$ cat config.mk
export PLATFORM = sky130hd
export DESIGN_NAME = mem_stage_flat
export DESIGN_NICKNAME = d
export VERILOG_FILES = /design/src/rtl/cpu_defs.sv /design/src/rtl/mem_stage_if.sv /design/src/rtl/mem_align.sv /design/src/rtl/mem_stage.sv /design/src/flat_wrapper.sv
export SDC_FILE = /design/constraint.sdc
export NUM_CORES = 1
export LEC_CHECK = 0
export BUFFER_PORTS_ARGS = -buffer_cell sky130_fd_sc_hd__clkbuf_2
export CAP_MARGIN = 5
export CORE_MARGIN = 2
export CORE_UTILIZATION = 34
export CTS_BUF_LIST = sky130_fd_sc_hd__clkbuf_8
export DETAILED_ROUTE_END_ITERATION = 8
export PLACE_DENSITY_LB_ADDON = 0.2
export SLEW_MARGIN = 15
export SYNTH_ARGS = -nofsm -noshare
export SYNTH_HDL_FRONTEND = slang
export SYNTH_HIERARCHICAL = 1
export SYNTH_SLANG_ARGS = --single-unit
$ cat constraint.sdc
create_clock -name i_clk -period 5.3 [get_ports i_clk]
set_clock_uncertainty 0.15 [all_clocks]
set_input_delay 1.06 -clock i_clk [delete_from_list [all_inputs] [get_ports i_clk]]
set_output_delay 1.06 -clock i_clk [all_outputs]
set_load 0.05 [all_outputs]
$ cat src/rtl/cpu_defs.sv
// Shared definitions for the data-memory stage: funct3 access encodings, FSM states, memory width.
// Latency: n/a (constants, types and one pure helper function).
// Backpressure: n/a.
package cpu_defs;

   localparam int DMEM_AW_DEF = 12;

   // RV32I load encodings
   localparam logic [2:0] F3_LB  = 3'b000;
   localparam logic [2:0] F3_LH  = 3'b001;
   localparam logic [2:0] F3_LW  = 3'b010;
   localparam logic [2:0] F3_LBU = 3'b100;
   localparam logic [2:0] F3_LHU = 3'b101;

   // RV32I store encodings
   localparam logic [2:0] F3_SB  = 3'b000;
   localparam logic [2:0] F3_SH  = 3'b001;
   localparam logic [2:0] F3_SW  = 3'b010;

   typedef enum logic [1:0] {
      ST_IDLE = 2'd0,
      ST_WAIT = 2'd1,
      ST_RESP = 2'd2
   } state_t;

   // High when a memory op must be rejected: read and write together, an
   // encoding that does not exist for the direction, or a misaligned address.
   function automatic logic access_fault(input logic       rd,
                                         input logic       wr,
                                         input logic [2:0] f3,
                                         input logic [1:0] lo);
      logic bad;
      bad = 1'b0;
      if (rd && wr) begin
         bad = 1'b1;
      end else if (rd) begin
         case (f3)
            F3_LB, F3_LBU: bad = 1'b0;
            F3_LH, F3_LHU: bad = lo[0];
            F3_LW:         bad = |lo;
            default:       bad = 1'b1;
         endcase
      end else if (wr) begin
         case (f3)
            F3_SB:   bad = 1'b0;
            F3_SH:   bad = lo[0];
            F3_SW:   bad = |lo;
            default: bad = 1'b1;
         endcase
      end
      return bad;
   endfunction

endpackage

$ cat src/rtl/mem_stage_if.sv
// Data-memory request/acknowledge bus between the memory stage (master) and the data memory (slave).
// Latency: none, wires only; the master holds a request until mem_ack.
// Backpressure: memory stalls the master by withholding mem_ack.
// Signals: mem_req/mem_we/mem_addr(word)/mem_wdata/mem_be from master; mem_ack/mem_rdata from slave.
interface mem_stage_if #(
   parameter int AW = cpu_defs::DMEM_AW_DEF - 2
) ();

   logic          mem_req;
   logic          mem_we;
   logic [AW-1:0] mem_addr;
   logic [31:0]   mem_wdata;
   logic [3:0]    mem_be;
   logic          mem_ack;
   logic [31:0]   mem_rdata;

   modport master (
      output mem_req, mem_we, mem_addr, mem_wdata, mem_be,
      input  mem_ack, mem_rdata
   );

   modport slave (
      input  mem_req, mem_we, mem_addr, mem_wdata, mem_be,
      output mem_ack, mem_rdata
   );

endinterface

$ cat src/rtl/mem_align.sv
// Byte-lane formatting: store replication + byte enables, load lane select + sign/zero extension.
// Latency: purely combinational.
// Backpressure: none.
// Ports: funct3/addr_lo select the access; st_data -> st_wdata/st_be; ld_word -> ld_data.
module mem_align
   import cpu_defs::*;
(
   input  logic [2:0]  funct3,
   input  logic [1:0]  addr_lo,
   input  logic [31:0] st_data,
   input  logic [31:0] ld_word,
   output logic [31:0] st_wdata,
   output logic [3:0]  st_be,
   output logic [31:0] ld_data
);

   logic [7:0]  ld_byte;
   logic [15:0] ld_half;

   // Stores: replicate the datum over every lane it could land in, so the
   // memory only has to honour st_be.
   always_comb begin
      st_wdata = st_data;
      st_be    = 4'b1111;
      case (funct3[1:0])
         2'b00: begin
            st_wdata = {4{st_data[7:0]}};
            st_be    = 4'b0001 << addr_lo;
         end
         2'b01: begin
            st_wdata = {2{st_data[15:0]}};
            st_be    = addr_lo[1] ? 4'b1100 : 4'b0011;
         end
         default: ;
      endcase
   end

   always_comb begin
      ld_byte = ld_word[{addr_lo, 3'b000} +: 8];
      ld_half = addr_lo[1] ? ld_word[31:16] : ld_word[15:0];
      ld_data = ld_word;
      case (funct3)
         F3_LB:   ld_data = {{24{ld_byte[7]}}, ld_byte};
         F3_LH:   ld_data = {{16{ld_half[15]}}, ld_half};
         F3_LBU:  ld_data = {24'd0, ld_byte};
         F3_LHU:  ld_data = {16'd0, ld_half};
         default: ;
      endcase
   end

endmodule

$ cat src/rtl/mem_stage.sv
// Pipeline data-memory stage: issues loads/stores on the dmem bus, passes ALU results through.
// Latency: 1 cycle for pass-through and faults; ack cycle + 1 for memory ops (2 minimum).
// Backpressure: o_stall holds upstream from acceptance until the ack cycle; memory stalls via mem_ack.
// Ports: i_clk, i_rst (async, active-high); i_valid/i_mem_read/i_mem_write/i_funct3/i_addr/i_wdata in;
//        o_valid/o_result/o_fault/o_stall to write-back and upstream; dmem master modport to data memory.
module mem_stage
   import cpu_defs::*;
#(
   parameter int DMEM_AW = DMEM_AW_DEF
) (
   input  logic        i_clk,
   input  logic        i_rst,
   input  logic        i_valid,
   input  logic        i_mem_read,
   input  logic        i_mem_write,
   input  logic [2:0]  i_funct3,
   input  logic [31:0] i_addr,
   input  logic [31:0] i_wdata,
   output logic        o_valid,
   output logic [31:0] o_result,
   output logic        o_fault,
   output logic        o_stall,
   mem_stage_if.master dmem
);

   state_t state, state_nxt;

   logic               is_mem;
   logic               fault;
   logic               accept;
   logic               done;

   logic [1:0]         lat_lo;
   logic [2:0]         lat_f3;
   logic               lat_we;

   logic               req_q;
   logic               we_q;
   logic [DMEM_AW-3:0] addr_q;
   logic [31:0]        wdata_q;
   logic [3:0]         be_q;

   logic [2:0]         al_f3;
   logic [1:0]         al_lo;
   logic [31:0]        al_wdata;
   logic [3:0]         al_be;
   logic [31:0]        al_ldata;

   assign is_mem = i_mem_read | i_mem_write;
   assign fault  = access_fault(i_mem_read, i_mem_write, i_funct3, i_addr[1:0]);

   // The aligner formats the incoming store while idle and extracts the
   // returning load (with the latched access shape) while waiting.
   assign al_f3 = (state == ST_IDLE) ? i_funct3    : lat_f3;
   assign al_lo = (state == ST_IDLE) ? i_addr[1:0] : lat_lo;

   mem_align u_align (
      .funct3   (al_f3),
      .addr_lo  (al_lo),
      .st_data  (i_wdata),
      .ld_word  (dmem.mem_rdata),
      .st_wdata (al_wdata),
      .st_be    (al_be),
      .ld_data  (al_ldata)
   );

   always_ff @(posedge i_clk or posedge i_rst) begin
      if (i_rst) state <= ST_IDLE;
      else       state <= state_nxt;
   end

   always_comb begin
      state_nxt = state;
      accept    = 1'b0;
      done      = 1'b0;
      case (state)
         ST_IDLE: begin
            if (i_valid && is_mem && !fault) begin
               accept    = 1'b1;
               state_nxt = ST_WAIT;
            end
         end
         ST_WAIT: begin
            if (dmem.mem_ack) begin
               done      = 1'b1;
               state_nxt = ST_RESP;
            end
         end
         ST_RESP: state_nxt = ST_IDLE;
         default: state_nxt = ST_IDLE;
      endcase
   end

   // RESP is not stalled: upstream still shows the finished op and advances
   // past it at the end of this cycle.
   assign o_stall = accept || (state == ST_WAIT);

   always_ff @(posedge i_clk or posedge i_rst) begin
      if (i_rst) begin
         o_valid  <= 1'b0;
         o_fault  <= 1'b0;
         o_result <= '0;
         req_q    <= 1'b0;
         we_q     <= 1'b0;
         addr_q   <= '0;
         wdata_q  <= '0;
         be_q     <= '0;
         lat_lo   <= '0;
         lat_f3   <= '0;
         lat_we   <= 1'b0;
      end else begin
         o_valid <= 1'b0;
         o_fault <= 1'b0;
         case (state)
            ST_IDLE: begin
               o_valid  <= i_valid && (!is_mem || fault);
               o_fault  <= i_valid && is_mem && fault;
               o_result <= (i_valid && !is_mem) ? i_addr : '0;
               if (accept) begin
                  req_q   <= 1'b1;
                  we_q    <= i_mem_write;
                  addr_q  <= i_addr[DMEM_AW-1:2];
                  wdata_q <= al_wdata;
                  be_q    <= al_be;
                  lat_lo  <= i_addr[1:0];
                  lat_f3  <= i_funct3;
                  lat_we  <= i_mem_write;
               end
            end
            ST_WAIT: begin
               if (done) begin
                  req_q    <= 1'b0;
                  we_q     <= 1'b0;
                  be_q     <= '0;
                  o_valid  <= 1'b1;
                  o_result <= lat_we ? '0 : al_ldata;
               end
            end
            default: ;
         endcase
      end
   end

   assign dmem.mem_req   = req_q;
   assign dmem.mem_we    = we_q;
   assign dmem.mem_addr  = addr_q;
   assign dmem.mem_wdata = wdata_q;
   assign dmem.mem_be    = be_q;

endmodule

$ cat src/flat_wrapper.sv
// flat-port wrapper written by rule: the top's interface ports become plain ports
module mem_stage_flat import cpu_defs::*;
#(
   parameter int DMEM_AW = DMEM_AW_DEF
)
  (i_clk, i_rst, i_valid, i_mem_read, i_mem_write, i_funct3, i_addr, i_wdata, o_valid, o_result, o_fault, o_stall, dmem_mem_req, dmem_mem_we, dmem_mem_addr, dmem_mem_wdata, dmem_mem_be, dmem_mem_ack, dmem_mem_rdata);
  mem_stage_if #(.AW(10)) dmem_i ();
  input  logic i_clk;
  input  logic i_rst;
  input  logic i_valid;
  input  logic i_mem_read;
  input  logic i_mem_write;
  input  logic [2:0] i_funct3;
  input  logic [31:0] i_addr;
  input  logic [31:0] i_wdata;
  output logic o_valid;
  output logic [31:0] o_result;
  output logic o_fault;
  output logic o_stall;
  output wire logic [$bits(dmem_i.mem_req)-1:0] dmem_mem_req;
  output wire logic [$bits(dmem_i.mem_we)-1:0] dmem_mem_we;
  output wire logic [$bits(dmem_i.mem_addr)-1:0] dmem_mem_addr;
  output wire logic [$bits(dmem_i.mem_wdata)-1:0] dmem_mem_wdata;
  output wire logic [$bits(dmem_i.mem_be)-1:0] dmem_mem_be;
  input wire logic [$bits(dmem_i.mem_ack)-1:0] dmem_mem_ack;
  input wire logic [$bits(dmem_i.mem_rdata)-1:0] dmem_mem_rdata;
  assign dmem_mem_req = dmem_i.mem_req;
  assign dmem_mem_we = dmem_i.mem_we;
  assign dmem_mem_addr = dmem_i.mem_addr;
  assign dmem_mem_wdata = dmem_i.mem_wdata;
  assign dmem_mem_be = dmem_i.mem_be;
  assign dmem_i.mem_ack = dmem_mem_ack;
  assign dmem_i.mem_rdata = dmem_mem_rdata;
  mem_stage #(.DMEM_AW(DMEM_AW)) u_core (.i_clk(i_clk), .i_rst(i_rst), .i_valid(i_valid), .i_mem_read(i_mem_read), .i_mem_write(i_mem_write), .i_funct3(i_funct3), .i_addr(i_addr), .i_wdata(i_wdata), .o_valid(o_valid), .o_result(o_result), .o_fault(o_fault), .o_stall(o_stall), .dmem(dmem_i));
endmodule
==> insert_results.sql <==
INSERT INTO impl_metrics (metric_group, metric, value, unit) VALUES
('finish', 'drive_gt1_share', '45.1', '%'),
('clock_tree', 'clk_latency_worst_skew_pair', '0.38', 'ns'),
('power', 'worst_ir_drop_vdd', '0.364', 'mV'),
('timing', 'totalNegativeSetupSlack', '0', 'ns'),
('drt', 'number_of_nets_still_failing_antenna_checks_after_routing', '0', ''),
('clock_tree', 'cts_post_setup_buffers_inserted', '0', ''),
('finish', 'post-route-util', '43.5', '%'),
('timing', 'hold_violations', '0', ''),
('finish', 'diodes', '0', ''),
('synth', 'synth_top_cell_area_share', '46.1', '%'),
('synth', 'yosysSeqAreaShare', '46.1', '%'),
('worst_hold_path', 'min_path_cells', '1', ''),
('grt', 'first_global_vias', '4098', ''),
('synth', 'synth_xor_xnor_area_share', '0', '%'),
('floorplanning', 'design.core.area', '13900', 'um^2'),
('outcome', 'outcome', 'finished clean', ''),
('timing', 'setup_viol', '0', ''),
('timing', 'max_slew_headroom', '52.3', '%'),
('timing', 'drv_slew', '0', ''),
('synth', 'compound_gate_fraction_of_synth_area', '16.9', '%'),
('critical_path', 'reg2reg_slack', '2.33', 'ns'),
('synth', 'number_of_synthesized_flops_with_an_enable_pin', '0', ''),
('floorplanning', 'row_count', '43', ''),
('finish', 'fin_area', '6060', 'um^2'),
('grt', 'wire_length_of_the_first_global_routing_pass', '21900', 'um'),
('critical_path', 'cp_data_required_time', '4.09', 'ns'),
('timing', 'timing.final.crit_period', '3.46', 'ns'),
('job', 'maxCapViolCount', '0', ''),
('grt', 'overflow', '0', ''),
('critical_path', 'path_class', 'in -> out', ''),
('synth', 'synth-adder-area-share', '0', '%'),
('place', 'dp_slack', '1.84', 'ns'),
('synth', 'yosys-top-cells-area', 'sky130_fd_sc_hd__dfrtp_1 46%, sky130_fd_sc_hd__mux2_2 15%, sky130_fd_sc_hd__a22oi_1 4.9%, sky130_fd_sc_hd__a21oi_1 4.6%, sky130_fd_sc_hd__nand2_1 4.3%', ''),
('floorplanning', 'effective_utilization_at_floorplan', '35.1', '%'),
('floorplanning', 'die_area', '15300', 'um^2'),
('place', 'post_dp_cell_area', '5860', 'um^2'),
('worst_hold_path', 'min_to', 'u_core/dmem.mem_req$_DFFE_PP0P_', ''),
('floorplanning', 'io_pins', '188', ''),
('timing', 'fin_crit_sh', '65.4', '%'),
('timing', 'max_slew.worst_pin.slew', '0.713', 'ns'),
('floorplanning', 'die_w', '124', 'um'),
('synth', 'synthArstFlopShare', '100', '%'),
('critical_path', 'cp.arrival', '2.25', 'ns'),
('clock_tree', 'cts_made_buffers', '9', ''),
('clock_tree', 'tritoncts_clock_tree', 'built', ''),
('timing', 'achievable-frequency', '289', 'MHz'),
('synth', 'synthDistinctLibCells', '41', ''),
('grt', 'grt_antenna_before_repair', '0', ''),
('drt', 'drt-vias-per-instance', '5.09', ''),
('synth', 'synth_simple_gate_area_share', '11.5', '%'),
('synth', 'synth.avg_cell_area', '10.2', 'um^2'),
('grt', 'track_usage', '19.0', '%'),
('critical_path', 'reg2reg_depth', '8', ''),
('synth', 'synth_fp_nets', '583', ''),
('clock_tree', 'numClockSinks', '90', ''),
('synth', 'post_synth_mux_area_share', '19.2', '%'),
('drt', 'drt-initial-drc-count', '226', ''),
('clock_tree', 'clkSlewWorstSetupHoldPaths', '0.08', 'ns'),
('timing', 'grt_setup_unrepaired', 'false', ''),
('critical_path', 'setup.worst_path.end_class', 'output port', ''),
('synth', 'largest_area_contributor_in_the_synthesized_netlist', 'sky130_fd_sc_hd__dfrtp_1', ''),
('clock_tree', 'cts.hold.buffers_added', '0', ''),
('clock_tree', 'post_cts.resized_instances', '0', ''),
('timing', 'setup_slack', '1.84', 'ns'),
('power', 'cellLeakagePower', '3.03', 'nW'),
('worst_hold_path', 'min-delay-path-class', 'reg -> reg', ''),
('clock_tree', 'cts-root-to-sink-buffers', '2', ''),
('worst_hold_path', 'holdCritStartpoint', 'u_core/dmem.mem_req$_DFFE_PP0P_', ''),
('synth', 'synth.cell_area', '4880', 'um^2'),
('place', 'place_hpwl', '10700', 'um'),
('drt', 'detail_route.drc_violations', '0', '');
==> kinds of logic after synthesis <==
| group | after synthesis |
|---|---|
| and+or+nand+nor | 126 |
| AOI/OAI and AO/OA | 122 |
| DFF | 90 |
| buffers and inverters | 55 |
| muxes | 85 |
==> routing by layer <==
layer  part of all wire (%)  GRT usage, %  up-vias
met5                      0             0        -
met1                     43          24.7     1994
met4                    3.1          9.16        0
met2                     46          29.1      168
li1                       -             -     2016
met3                    8.6          5.45       23
==> state kept, by name, summed over array words and instances, names as in the netlist <==
name,flops
u_core/dmem.mem_req,1
u_core/o_result,32
u_core/lat_we,1
u_core/lat_lo,2
u_core/dmem.mem_be,4
u_core/o_valid,1
u_core/o_fault,1
u_core/lat_f3,3
u_core/dmem.mem_addr,10
u_core/dmem.mem_wdata,32
u_core/dmem.mem_we,1
u_core/state,2
==> worst max-delay path by stage <==
stage | from | endpoint | slack, ns | cells after the start
after floorplan | i_addr[1] | o_stall | 1.37 | 3
after global placement | i_addr[1] | o_stall | 1.84 | 5
after detailed placement | i_addr[1] | o_stall | 1.84 | 5
after CTS | i_addr[1] | o_stall | 1.83 | 5
after global routing | i_addr[1] | o_stall | 1.77 | 5
final | i_addr[1] | o_stall | 1.84 | 5
==> worst max-delay path: stages <==
cell and delay, ns:
sky130_fd_sc_hd__clkbuf_2 0.13, sky130_fd_sc_hd__o32ai_1 0.28, sky130_fd_sc_hd__o211ai_1 0.21, sky130_fd_sc_hd__o31ai_1 0.25, sky130_fd_sc_hd__clkbuf_2 0.32
==> power breakdown <==
group	switching (mW)	total, mW	internal (mW)
sequential	0.118	1.02	0.906
clock	0.253	0.495	0.241
combinational	1.16	1.60	0.434
total	1.53	3.12	1.58
==> through the flow <==
step	power (mW)	cells	hold slack (ns)
after floorplan	2.25	478	0.327
after global placement	2.62	809	0.318
after detailed placement	2.64	809	0.320
after CTS	3.15	825	0.342
after global routing	3.29	825	0.376
final	3.12	825	0.343
==> cells in the final DEF, fill, tap and decap left out, types with 2 or more instances in the layout <==
master and instances:
sky130_fd_sc_hd__clkbuf_2 187, sky130_fd_sc_hd__dfrtp_1 90, sky130_fd_sc_hd__mux2_2 67, sky130_fd_sc_hd__nand2_1 56, sky130_fd_sc_hd__a21oi_1 44, sky130_fd_sc_hd__nor2_1 41, sky130_fd_sc_hd__a22oi_1 32, sky130_fd_sc_hd__mux2i_1 16
sky130_fd_sc_hd__o21ai_0 15, sky130_fd_sc_hd__inv_1 12, sky130_fd_sc_hd__clkbuf_8 11, sky130_fd_sc_hd__nand2b_1 7, sky130_fd_sc_hd__nor2b_1 6, sky130_fd_sc_hd__a2bb2oi_1 6, sky130_fd_sc_hd__buf_4 5, sky130_fd_sc_hd__nor2_2 4
sky130_fd_sc_hd__nand3_1 4, sky130_fd_sc_hd__o221ai_1 4, sky130_fd_sc_hd__o22a_1 4, sky130_fd_sc_hd__clkinv_2 3, sky130_fd_sc_hd__a211o_1 3, sky130_fd_sc_hd__mux2_1 2, sky130_fd_sc_hd__o21bai_1 2, sky130_fd_sc_hd__a2bb2oi_2 2
==> synth_stat cells, types with 2 or more instances <==
cell type	count
sky130_fd_sc_hd__o21bai_1	2
sky130_fd_sc_hd__mux2i_1	16
sky130_fd_sc_hd__a211o_1	3
sky130_fd_sc_hd__mux2_2	67
sky130_fd_sc_hd__nand3_1	4
sky130_fd_sc_hd__clkbuf_1	17
sky130_fd_sc_hd__a22oi_1	32
sky130_fd_sc_hd__nand2_1	56
sky130_fd_sc_hd__nor2_2	3
sky130_fd_sc_hd__dfrtp_1	90
sky130_fd_sc_hd__mux2_1	2
sky130_fd_sc_hd__a2bb2oi_2	2
sky130_fd_sc_hd__nand2b_1	7
sky130_fd_sc_hd__buf_6	7
sky130_fd_sc_hd__buf_2	7
sky130_fd_sc_hd__buf_4	11
sky130_fd_sc_hd__a2bb2oi_1	6
sky130_fd_sc_hd__a21oi_1	45
sky130_fd_sc_hd__o22a_1	4
sky130_fd_sc_hd__nor2_1	42
sky130_fd_sc_hd__nor2b_1	6
sky130_fd_sc_hd__o21ai_0	15
sky130_fd_sc_hd__o221ai_1	4
sky130_fd_sc_hd__inv_1	13
==> layout make-up <==
type	instances	area [um^2]	area share, %
clock buffers	11	151	2.50
clock inverters	5	52.6	0.867
flip-flops and latches	90	2250	37.1
multi-input cells	333	2340	38.5
repair buffers	193	993	16.4
inverters	13	51.3	0.846
well taps	180	225	3.71
Power figures use the tool's default switching activity.
